<file path="config.mk">
export PLATFORM = sky130hd
export DESIGN_NAME = spy_recorder
export DESIGN_NICKNAME = d
export VERILOG_FILES = /design/src/rtl/spy_recorder.sv
export SDC_FILE = /design/constraint.sdc
export NUM_CORES = 1
export LEC_CHECK = 0
export ABC_AREA = 1
export CAP_MARGIN = 15
export CORE_ASPECT_RATIO = 0.7
export CORE_MARGIN = 2
export CORE_UTILIZATION = 43
export DETAILED_ROUTE_END_ITERATION = 6
export HOLD_SLACK_MARGIN = 0.05
export PLACE_DENSITY = 0.74
export RECOVER_POWER = 50
export SETUP_SLACK_MARGIN = 0.3
export SYNTH_ARGS = -nofsm -noshare
export SYNTH_HDL_FRONTEND = slang
export SYNTH_SLANG_ARGS = --single-unit
</file>
<file path="constraint.sdc">
create_clock -name clock -period 2 [get_ports clock]
set_clock_uncertainty 0.15 [all_clocks]
set_input_delay 0.2 -clock clock [delete_from_list [all_inputs] [get_ports clock]]
set_output_delay 0.2 -clock clock [all_outputs]
set_load 0.01 [all_outputs]
</file>
<file path="src/rtl/spy_recorder.sv">
// Capture-side spy memory controller: circular recording, delayed freeze after a
// trigger, and oldest-first block readout of the frozen contents.
module spy_recorder #(
  parameter int DATAWIDTH    = 64,
  parameter int MEMWIDTH     = 6,
  parameter int FREEZE_DELAY = 8
) (
  input  logic                  clock,
  input  logic                  reset,
  input  logic [DATAWIDTH:0]    data_in,
  input  logic                  data_valid,
  input  logic                  freeze_req,
  input  logic                  unfreeze,
  input  logic [1:0]            playback,
  output logic                  spy_write_enable,
  output logic [MEMWIDTH-1:0]   spy_write_addr,
  output logic [DATAWIDTH:0]    spy_write_data,
  output logic                  spy_read_enable,
  output logic [MEMWIDTH-1:0]   spy_read_addr,
  input  logic [DATAWIDTH:0]    spy_read_data,
  input  logic                  readout_start,
  output logic [DATAWIDTH:0]    readout_data,
  output logic                  readout_valid,
  input  logic                  readout_ready,
  output logic                  readout_last,
  output logic                  frozen,
  output logic                  wrapped,
  output logic [1:0]            state_dbg
);

  typedef enum logic [1:0] {
    ST_RECORD  = 2'd0,
    ST_POST    = 2'd1,
    ST_FROZEN  = 2'd2,
    ST_READOUT = 2'd3
  } state_t;

  localparam logic [MEMWIDTH:0]   DEPTH_C = {1'b1, {MEMWIDTH{1'b0}}};
  localparam logic [MEMWIDTH-1:0] FD_W    = MEMWIDTH'(FREEZE_DELAY);

  state_t                state_q, state_d;
  logic                  wen_q, wen_d;
  logic [MEMWIDTH-1:0]   waddr_q, waddr_d;
  logic [DATAWIDTH:0]    wdata_q, wdata_d;
  logic [MEMWIDTH:0]     count_q, count_d;
  logic [MEMWIDTH-1:0]   post_q, post_d;
  logic [MEMWIDTH-1:0]   raddr_q, raddr_d;
  logic [MEMWIDTH:0]     issue_left_q, issue_left_d;
  logic [MEMWIDTH:0]     xfer_left_q, xfer_left_d;
  logic [DATAWIDTH:0]    buf0_q, buf0_d, buf1_q, buf1_d;
  logic                  wr_ptr_q, wr_ptr_d, rd_ptr_q, rd_ptr_d;
  logic [1:0]            occ_q, occ_d;
  logic                  inflight_q, inflight_d;

  logic                  rec_ok, recording, pop, push, abort, issue, last_xfer, wrapped_w;
  logic [2:0]            occ_plus;

  // Readout handshake: a word moves when readout_valid && readout_ready in the same
  // cycle; while valid is high and ready is low, data/valid/last do not change.
  always_comb begin
    rec_ok    = (playback == 2'b00);
    recording = rec_ok && data_valid && (state_q == ST_RECORD || state_q == ST_POST);
    wrapped_w = (count_q == DEPTH_C);
    abort     = (state_q == ST_READOUT) && !rec_ok;
    pop       = (state_q == ST_READOUT) && (occ_q != 2'd0) && readout_ready;
    push      = (state_q == ST_READOUT) && inflight_q && !abort;
    last_xfer = pop && (xfer_left_q == {{MEMWIDTH{1'b0}}, 1'b1});
    occ_plus  = {1'b0, occ_q} + {2'b00, inflight_q};
    // Counting this cycle's pop keeps one read per cycle flowing under ready=1.
    issue     = (state_q == ST_READOUT) && rec_ok && (issue_left_q != '0) &&
                (occ_plus < (pop ? 3'd3 : 3'd2));
  end

  always_ff @(posedge clock) begin
    if (reset) state_q <= ST_RECORD;
    else       state_q <= state_d;
  end

  always_comb begin
    state_d = state_q;
    case (state_q)
      ST_RECORD: begin
        if (rec_ok && freeze_req)
          state_d = (FREEZE_DELAY == 0) ? ST_FROZEN : ST_POST;
      end
      ST_POST: begin
        if (recording && post_q == {{(MEMWIDTH-1){1'b0}}, 1'b1}) state_d = ST_FROZEN;
      end
      ST_FROZEN: begin
        if (rec_ok && unfreeze)                              state_d = ST_RECORD;
        else if (rec_ok && readout_start && count_q != '0)   state_d = ST_READOUT;
      end
      ST_READOUT: begin
        if (abort || last_xfer) state_d = ST_FROZEN;
      end
      default: state_d = ST_RECORD;
    endcase
  end

  always_comb begin
    wen_d        = recording;
    waddr_d      = waddr_q;
    wdata_d      = wdata_q;
    count_d      = count_q;
    post_d       = post_q;
    raddr_d      = raddr_q;
    issue_left_d = issue_left_q;
    xfer_left_d  = xfer_left_q;
    buf0_d       = buf0_q;
    buf1_d       = buf1_q;
    wr_ptr_d     = wr_ptr_q;
    rd_ptr_d     = rd_ptr_q;
    occ_d        = occ_q;
    inflight_d   = issue;
    if (recording) begin
      waddr_d = waddr_q + 1'b1;
      wdata_d = data_in;
      if (!wrapped_w) count_d = count_q + 1'b1;
    end
    if (state_q == ST_RECORD && rec_ok && freeze_req) post_d = FD_W;
    else if (state_q == ST_POST && recording)         post_d = post_q - 1'b1;
    if (state_q == ST_FROZEN && rec_ok) begin
      if (unfreeze) begin
        waddr_d = '1;
        count_d = '0;
      end else if (readout_start && count_q != '0) begin
        raddr_d      = wrapped_w ? waddr_q + 1'b1 : '0;
        issue_left_d = count_q;
        xfer_left_d  = count_q;
      end
    end
    if (state_q == ST_READOUT) begin
      if (issue) begin
        raddr_d      = raddr_q + 1'b1;
        issue_left_d = issue_left_q - 1'b1;
      end
      if (push) begin
        if (wr_ptr_q) buf1_d = spy_read_data;
        else          buf0_d = spy_read_data;
        wr_ptr_d = ~wr_ptr_q;
      end
      if (pop) begin
        rd_ptr_d    = ~rd_ptr_q;
        xfer_left_d = xfer_left_q - 1'b1;
      end
      occ_d = occ_q + {1'b0, push} - {1'b0, pop};
      if (abort || last_xfer) begin
        occ_d        = 2'd0;
        wr_ptr_d     = 1'b0;
        rd_ptr_d     = 1'b0;
        inflight_d   = 1'b0;
        issue_left_d = '0;
      end
    end
  end

  always_ff @(posedge clock) begin
    if (reset) begin
      wen_q        <= 1'b0;
      waddr_q      <= '1;
      wdata_q      <= '0;
      count_q      <= '0;
      post_q       <= '0;
      raddr_q      <= '0;
      issue_left_q <= '0;
      xfer_left_q  <= '0;
      buf0_q       <= '0;
      buf1_q       <= '0;
      wr_ptr_q     <= 1'b0;
      rd_ptr_q     <= 1'b0;
      occ_q        <= 2'd0;
      inflight_q   <= 1'b0;
    end else begin
      wen_q        <= wen_d;
      waddr_q      <= waddr_d;
      wdata_q      <= wdata_d;
      count_q      <= count_d;
      post_q       <= post_d;
      raddr_q      <= raddr_d;
      issue_left_q <= issue_left_d;
      xfer_left_q  <= xfer_left_d;
      buf0_q       <= buf0_d;
      buf1_q       <= buf1_d;
      wr_ptr_q     <= wr_ptr_d;
      rd_ptr_q     <= rd_ptr_d;
      occ_q        <= occ_d;
      inflight_q   <= inflight_d;
    end
  end

  always_comb begin
    spy_write_enable = wen_q;
    spy_write_addr   = waddr_q;
    spy_write_data   = wdata_q;
    spy_read_enable  = issue;
    spy_read_addr    = raddr_q;
    readout_valid    = (state_q == ST_READOUT) && (occ_q != 2'd0);
    readout_data     = rd_ptr_q ? buf1_q : buf0_q;
    readout_last     = readout_valid && (xfer_left_q == {{MEMWIDTH{1'b0}}, 1'b1});
    frozen           = (state_q == ST_FROZEN) || (state_q == ST_READOUT);
    wrapped          = wrapped_w;
    state_dbg        = state_q;
  end

endmodule
</file>
==> results.md, run 1 <==
- Status: finished clean
- Max-Cap Viols: 0
- Setup CP Type: flop to output port
- CTS Sinks: 242
- Nature of the critical path startpoint: flop
- Die Height: 133 um
- Hold Path End: spy_write_data[64]$_SDFFE_PP0N_
- Dpl cell area: 0.0139 mm2
- Post-Place Worst Slack: -0.233 ns
- FMAX: 508 MHz
- H-tree lvl count: 1
- FILL cells: 1827
- Pins over their slew limit: 0
- Worst hold path type: input pin to flop
- Distinct cells, synth: 33
- Initial antenna violation count: 0
- I/O pin cnt: 289
- Ys flop type: dfxtp_1
- Net count reported at finish: 1972
- CP max stage cell: dfxtp_4
- Yosys top cell by area: dfxtp_1
- Post-Synth Adder-Cell Area: 0.0171
- Post-synthesis sequential area ratio: 0.473
- Total vias in the final route: 10.9k
- Post-synth EDFFs: 0
- Vias in the first global route: 10.0k
- Share of cells above drive strength 1: 0.249
- Peak supply drop: 0.503 mV
- Actual slew at the worst max-slew pin: 0.811 ns
- Fin util: 0.703
- Post-synth net total: 1625
- Starting density of the core: 0.436
- Synth warn: 0
- Clk_lat worst skew: 0.52 ns
- Area Growth Syn to Fin: 61.4%
- Cells on worst reg2reg path: 13
- Reg-to-reg slack, setup: 0.06 ns
- XOR/XNOR share of the synthesized area: 0.0154
- Worst EP required: 1.65 ns
- Buf/Inv on CP: 4
- Fin worst setup slack: 0.0303 ns
- Dominant combinational cell family by area after synthesis: simple AND/OR/NAND/NOR gates
- Routed met2 length: 16400 um
- Routed length per instance: 16.3 um
- Crit path top cell by count: buf_12
- Drt pass-1 iters: 5
- Area contributors post-synth: dfxtp_1 (47%), nand2_1 (15%), nor2_1 (11%), o21ai_0 (7.2%), a21oi_1 (4.3%)
- Synth cell count leaders: nand2_1 (420), nor2_1 (302), dfxtp_1 (242)
- Mux share of post-synthesis cell area: 0
- DRT Wirelength: 35100 um
- # diodes: 0
- Crit. Startpoint: rd_ptr_q$_SDFFE_PP0P_
- Rows: 47
- Cell Chain, Critical Path: buf_12, buf_12, clkbuf_16, nand2_2, nand2_1, buf_2
- Crit end category: output port
- Post-Syn Area per Cell: 6.96 um2
- TritonCTS buffer count: 24
- Family with the most delay on the worst path: buffers and inverters
- GP Congestion: 0.828
- P_int: 0.00824 W
- Hpwl dp: 20400 um
- Met1 wire length: 15500 um
- WP data arrival: 1.62 ns
- Mapped Cells: 1472
- Highest routed layer: met4
- R2r endpoint: issue_left_q[6]$_SDFF_PP0_
- Gr ovfl total: 0
- CP peak stage delay: 0.44 ns
- Share of Yosys cell area claimed by the top area cell type: 0.473
- IO Port Bufs: 288
- DR vias/cell: 5.06
- PD cells: 655 mW/mm2
- First-pass GRT wire length: 51900 um
- Most common cell in the synthesized netlist: nand2_1
- Pleak: 7.61 nW
- Worst r2r src: occ_q[0]$_SDFFE_PP0N_
- Endpoints failing setup: 0
- CTS root buf: clkbuf_16
- Final TNS setup: 0 ns
- RSZ-0062 raised after global routing: yes
- Gr usage total: 0.251
- Largest net degree at the start of global routing: 103
- Clock power frac: 0.424
- CTS tree: built
- Compound-Gate Fraction of Synth Area: 0.126
- Post-synthesis simple-gate area fraction: 0.310
- Initial DRC Count: 672
- Max Buffers Root-to-Sink: 3
- Switching share of power: 0.240
- Switching Power: 0.00260 W
- Die ar.: 0.0251 mm2
- Yosys reg bits: 242
- Synth async-reset ratio: 0
- Residual DRC: 0
- Mapped cell area: 0.0102 mm2
- Logic gate share of total power: 0.115
- Final hold vios: 0
- Design Area, Final: 0.0165 mm2
- Final worst path period share: 0.985
- WHS: 0.0805 ns
- Worst-path clk slew: 0.06 ns
- HP Start: data_in[64]
- ANT nets after route: 0
- Sequential Power Share: 0.461
- Slew Limit Headroom: 0.460
- Hold path cells: 3
- Core Area: 0.0235 mm2
- Final Critical Period: 1.97 ns
- Chip width: 189 um
- Worst Path Max Fanout: 5
- Met3 WL: 2300 um
[power by group through the flow]
stage	Sequential, W	Combinational (W)	Clock [W]
after floorplan	0.00515	0.000454	0
after global placement	0.00509	0.00115	0
after detailed placement	0.00510	0.00117	0
after CTS	0.00499	0.00114	0.00466
after global routing	0.00501	0.00136	0.00484
final	0.00500	0.00125	0.00460
[stage by stage]
| step | total power, W | instances |
|---|---|---|
| global route | 0.0112 | 2151 |
| detailed placement | 0.00626 | 2054 |
| global placement | 0.00625 | 2054 |
| finish | 0.0108 | 2151 |
| floorplan | 0.00560 | 1472 |
| CTS | 0.0108 | 2125 |
[cell families after synthesis]
kind of cell	count (synthesis)
buffers and inverters	146
AOI/OAI and AO/OA	255
xor gates and xnor gates	18
and+or+nand+nor	797
adders and majority gates	14
DFF	242
[state kept, by name (all words and copies together), names as in the netlist, 6 cells and up]
signal and count:
post_q 6, buf1_q 65, spy_write_addr 6, buf0_q 65
issue_left_q 7, spy_read_addr 6, xfer_left_q 7, count_q 7
spy_write_data 65
[worst reg2reg max path: stages (launching register included)]
cell	delay [ns]
dfxtp_4	0.36
ha_4	0.16
ha_4	0.15
inv_2	0.05
nand2_2	0.06
nor2_4	0.10
nand2_4	0.06
buf_6	0.11
buf_6	0.10
buf_6	0.13
buf_12	0.15
nor2_4	0.10
inv_2	0.07
o21ai_1	0.13
[placed cells by master (no fill, tap or decap), drive strengths merged, types with 2 or more instances in the layout]
cell	Yosys	layout
a21oi	88	88
xnor2	4	4
o21ai	160	160
nor3b	3	3
o211ai	3	3
clkbuf	55	52
nor3	11	11
inv	60	58
clkinv	0	4
nand3b	2	2
dfxtp	242	242
ha	14	14
nand2	427	427
buf	31	172
nand3	41	41
dlygate4sd2	0	81
nor2	307	307
nand4	5	5
xor2	14	14
clkdlybuf4s50	0	137
[layout make-up]
| type | instances | area, um2 | area share |
|---|---|---|---|
| clock buffer | 37 | 752 | 0.0455 |
| inverter | 60 | 264 | 0.0160 |
| timing repair buffer | 407 | 4450 | 0.269 |
| sequential | 242 | 4880 | 0.295 |
| multi-input combinational | 1084 | 5760 | 0.348 |
| clock inverter | 3 | 40.0 | 0.00242 |
| tap | 318 | 398 | 0.0241 |
[metal layers]
layer / vias to the layer above / GRT usage
met4: 0 / 0.0760
li1: 5383 / -
met2: 369 / 0.398
met1: 5056 / 0.351
met5: - / 0
met3: 70 / 0.0435
[worst max-delay path by stage]
stage / to / slack [ns] / cells past startpoint
after CTS: spy_read_enable / 0.02 / 8
final: readout_data[47] / 0.03 / 6
after global placement: occ_q[1]$_SDFFE_PP0N_ / -0.22 / 11
after detailed placement: occ_q[1]$_SDFFE_PP0N_ / -0.23 / 11
after floorplan: occ_q[1]$_SDFFE_PP0N_ / 0.04 / 8
after global routing: issue_left_q[6]$_SDFF_PP0_ / -0.03 / 13
[timing repair]
item | 4_1_cts | 5_1_grt
buffers inserted | 19 | 13
hold buffers | 1 | 0
resized for setup | 537 | 258
pin swaps | 40 | 52
setup endpoints to repair | 178 | 270
hold endpoints to repair | 7 | 0
gates cloned | 11 | 13
(Power assumes the default switching activity.)
==> run 2: changes to the inputs <==
--- a/config.mk
+++ b/config.mk
@@ -10,7 +10,9 @@
 export CORE_ASPECT_RATIO = 0.7
 export CORE_MARGIN = 2
 export CORE_UTILIZATION = 43
+export CTS_CLUSTER_SIZE = 40
 export DETAILED_ROUTE_END_ITERATION = 6
+export GPL_ROUTABILITY_DRIVEN = 0
 export HOLD_SLACK_MARGIN = 0.05
 export PLACE_DENSITY = 0.74
 export RECOVER_POWER = 50
==> results.md, run 2 (synthesis gave the netlist of run 1 again) <==
- Die Height: 133 um
- Worst hold path type: input pin to flop
- CTS tree: built
- Worst Path Max Fanout: 7
- H-tree lvl count: 1
- Largest net degree at the start of global routing: 103
- WP data arrival: 2.28 ns
- FILL cells: 1668
- Commonest non-fill, non-tap cell in the layout: nor2_1
- Final worst path period share: 0.995
- Fin cells: 2171
- Max-Cap Viols: 0
- Reg-to-reg slack, setup: 0.01 ns
- Share of cells above drive strength 1: 0.288
- RSZ-0062 raised after global routing: yes
- Gr usage total: 0.254
- Slew Limit Headroom: 0.489
- Net count reported at finish: 1989
- Die ar.: 0.0251 mm2
- CTS Sinks: 242
- Actual slew at the worst max-slew pin: 0.766 ns
- Rows: 47
- Starting density of the core: 0.436
- Peak supply drop: 0.601 mV
- First-pass GRT wire length: 52400 um
- Final Critical Period: 1.99 ns
- Crit end category: flop
- Chip width: 189 um
- Post-Place Worst Slack: -0.233 ns
- Placed cells: 2054
- Clk_lat worst skew: 0.52 ns
- Dpl cell area: 0.0139 mm2
- Fin worst setup slack: 0.0101 ns
- Gr ovfl total: 0
- # diodes: 0
- DRT Wirelength: 37200 um
- IO Port Bufs: 288
- Area Growth Syn to Fin: 67.6%
- TritonCTS buffer count: 25
- FMAX: 503 MHz
- Nature of the critical path startpoint: flop
- ANT nets after route: 0
- I/O pin cnt: 289
- Worst EP required: 2.29 ns
- Max Buffers Root-to-Sink: 3
- Status: finished clean
- Initial antenna violation count: 0
- Vias in the first global route: 10.2k
- Setup CP Type: flop to flop
- Most frequent cells in the layout: nor2_1 (271), nand2_1 (260), dfxtp_1 (225)
- Endpoints failing setup: 0
- DR vias/cell: 5.15
- PD cells: 654 mW/mm2
- Hpwl dp: 20400 um
- Final hold vios: 0
- Total vias in the final route: 11.2k
- Worst-path clk slew: 0.07 ns
- Core Area: 0.0235 mm2
- CTS root buf: clkbuf_16
- Drt pass-1 iters: 5
- Design Area, Final: 0.0172 mm2
- Pleak: 8.12 nW
- Pins over their slew limit: 0
- Initial DRC Count: 699
- Residual DRC: 0
- Routed length per instance: 17.1 um
run 2: worst paths after layout:
| path | startpoint | end | cells past startpoint |
|---|---|---|---|
| setup / recovery | occ_q[0]$_SDFFE_PP0N_ | issue_left_q[0]$_SDFF_PP0_ | 13 |
| hold / removal | data_in[22] | spy_write_data[22]$_SDFFE_PP0N_ | 3 |
| setup reg to reg | occ_q[0]$_SDFFE_PP0N_ | issue_left_q[0]$_SDFF_PP0_ | 13 |
| hold reg to reg | spy_write_data[12]$_SDFFE_PP0N_ | spy_write_data[12]$_SDFFE_PP0N_ | 2 |
run 2: area by class of cell:
class	count	area, um2	share of cell area
Clock inverter	11	134	0.00780
Clock buffer	33	717	0.0418
Timing Repair Buffer	423	4680	0.273
Sequential cell	242	4880	0.284
Tap cell	318	398	0.0232
Multi-Input combinational cell	1084	6090	0.355
Inverter	60	265	0.0154
run 2: through the flow:
step | hold slack (ns) | TNS (ns) | util | power (W)
2_1_floorplan | 0.185 | 0 | - | 0.00560
3_3_place_gp | 0.301 | -3.44 | 0.589 | 0.00625
3_5_place_dp | 0.306 | -6.14 | 0.589 | 0.00626
4_1_cts | 0.0636 | 0 | 0.656 | 0.0111
5_1_grt | 0.0791 | -0.165 | 0.730 | 0.0116
6_report | 0.0742 | 0 | 0.730 | 0.0112
run 2: critical path, stage by stage (launching register included):
cell,delay [ns]
dfxtp_4,0.36
ha_4,0.16
ha_4,0.15
inv_2,0.05
nand2_2,0.06
nor2_4,0.10
nand2_4,0.05
buf_4,0.13
buf_6,0.10
buf_6,0.13
buf_12,0.15
nor2_4,0.10
inv_2,0.08
o21ai_2,0.14
run 2: where the power goes:
group / internal (W) / switching, W / total, W
combinational: 0.000671 / 0.000657 / 0.00133
sequential: 0.00492 / 0.0000756 / 0.00500
clock: 0.00290 / 0.00200 / 0.00491
run 2: repair_timing:
item,CTS,global route
pin swaps,42,72
setup buffers,24,21
hold endpoints to repair,7,0
hold buffers,1,0
setup endpoints to repair,179,276
gates cloned,11,16
resized for setup,542,355
run 2: metal layers:
layer  GRT usage  share of wire  vias up
met5           0              0        -
met4      0.0812          0.030        0
met3      0.0477          0.064       78
met2       0.411           0.47      388
met1       0.344           0.43     5292
li1            -              -     5426
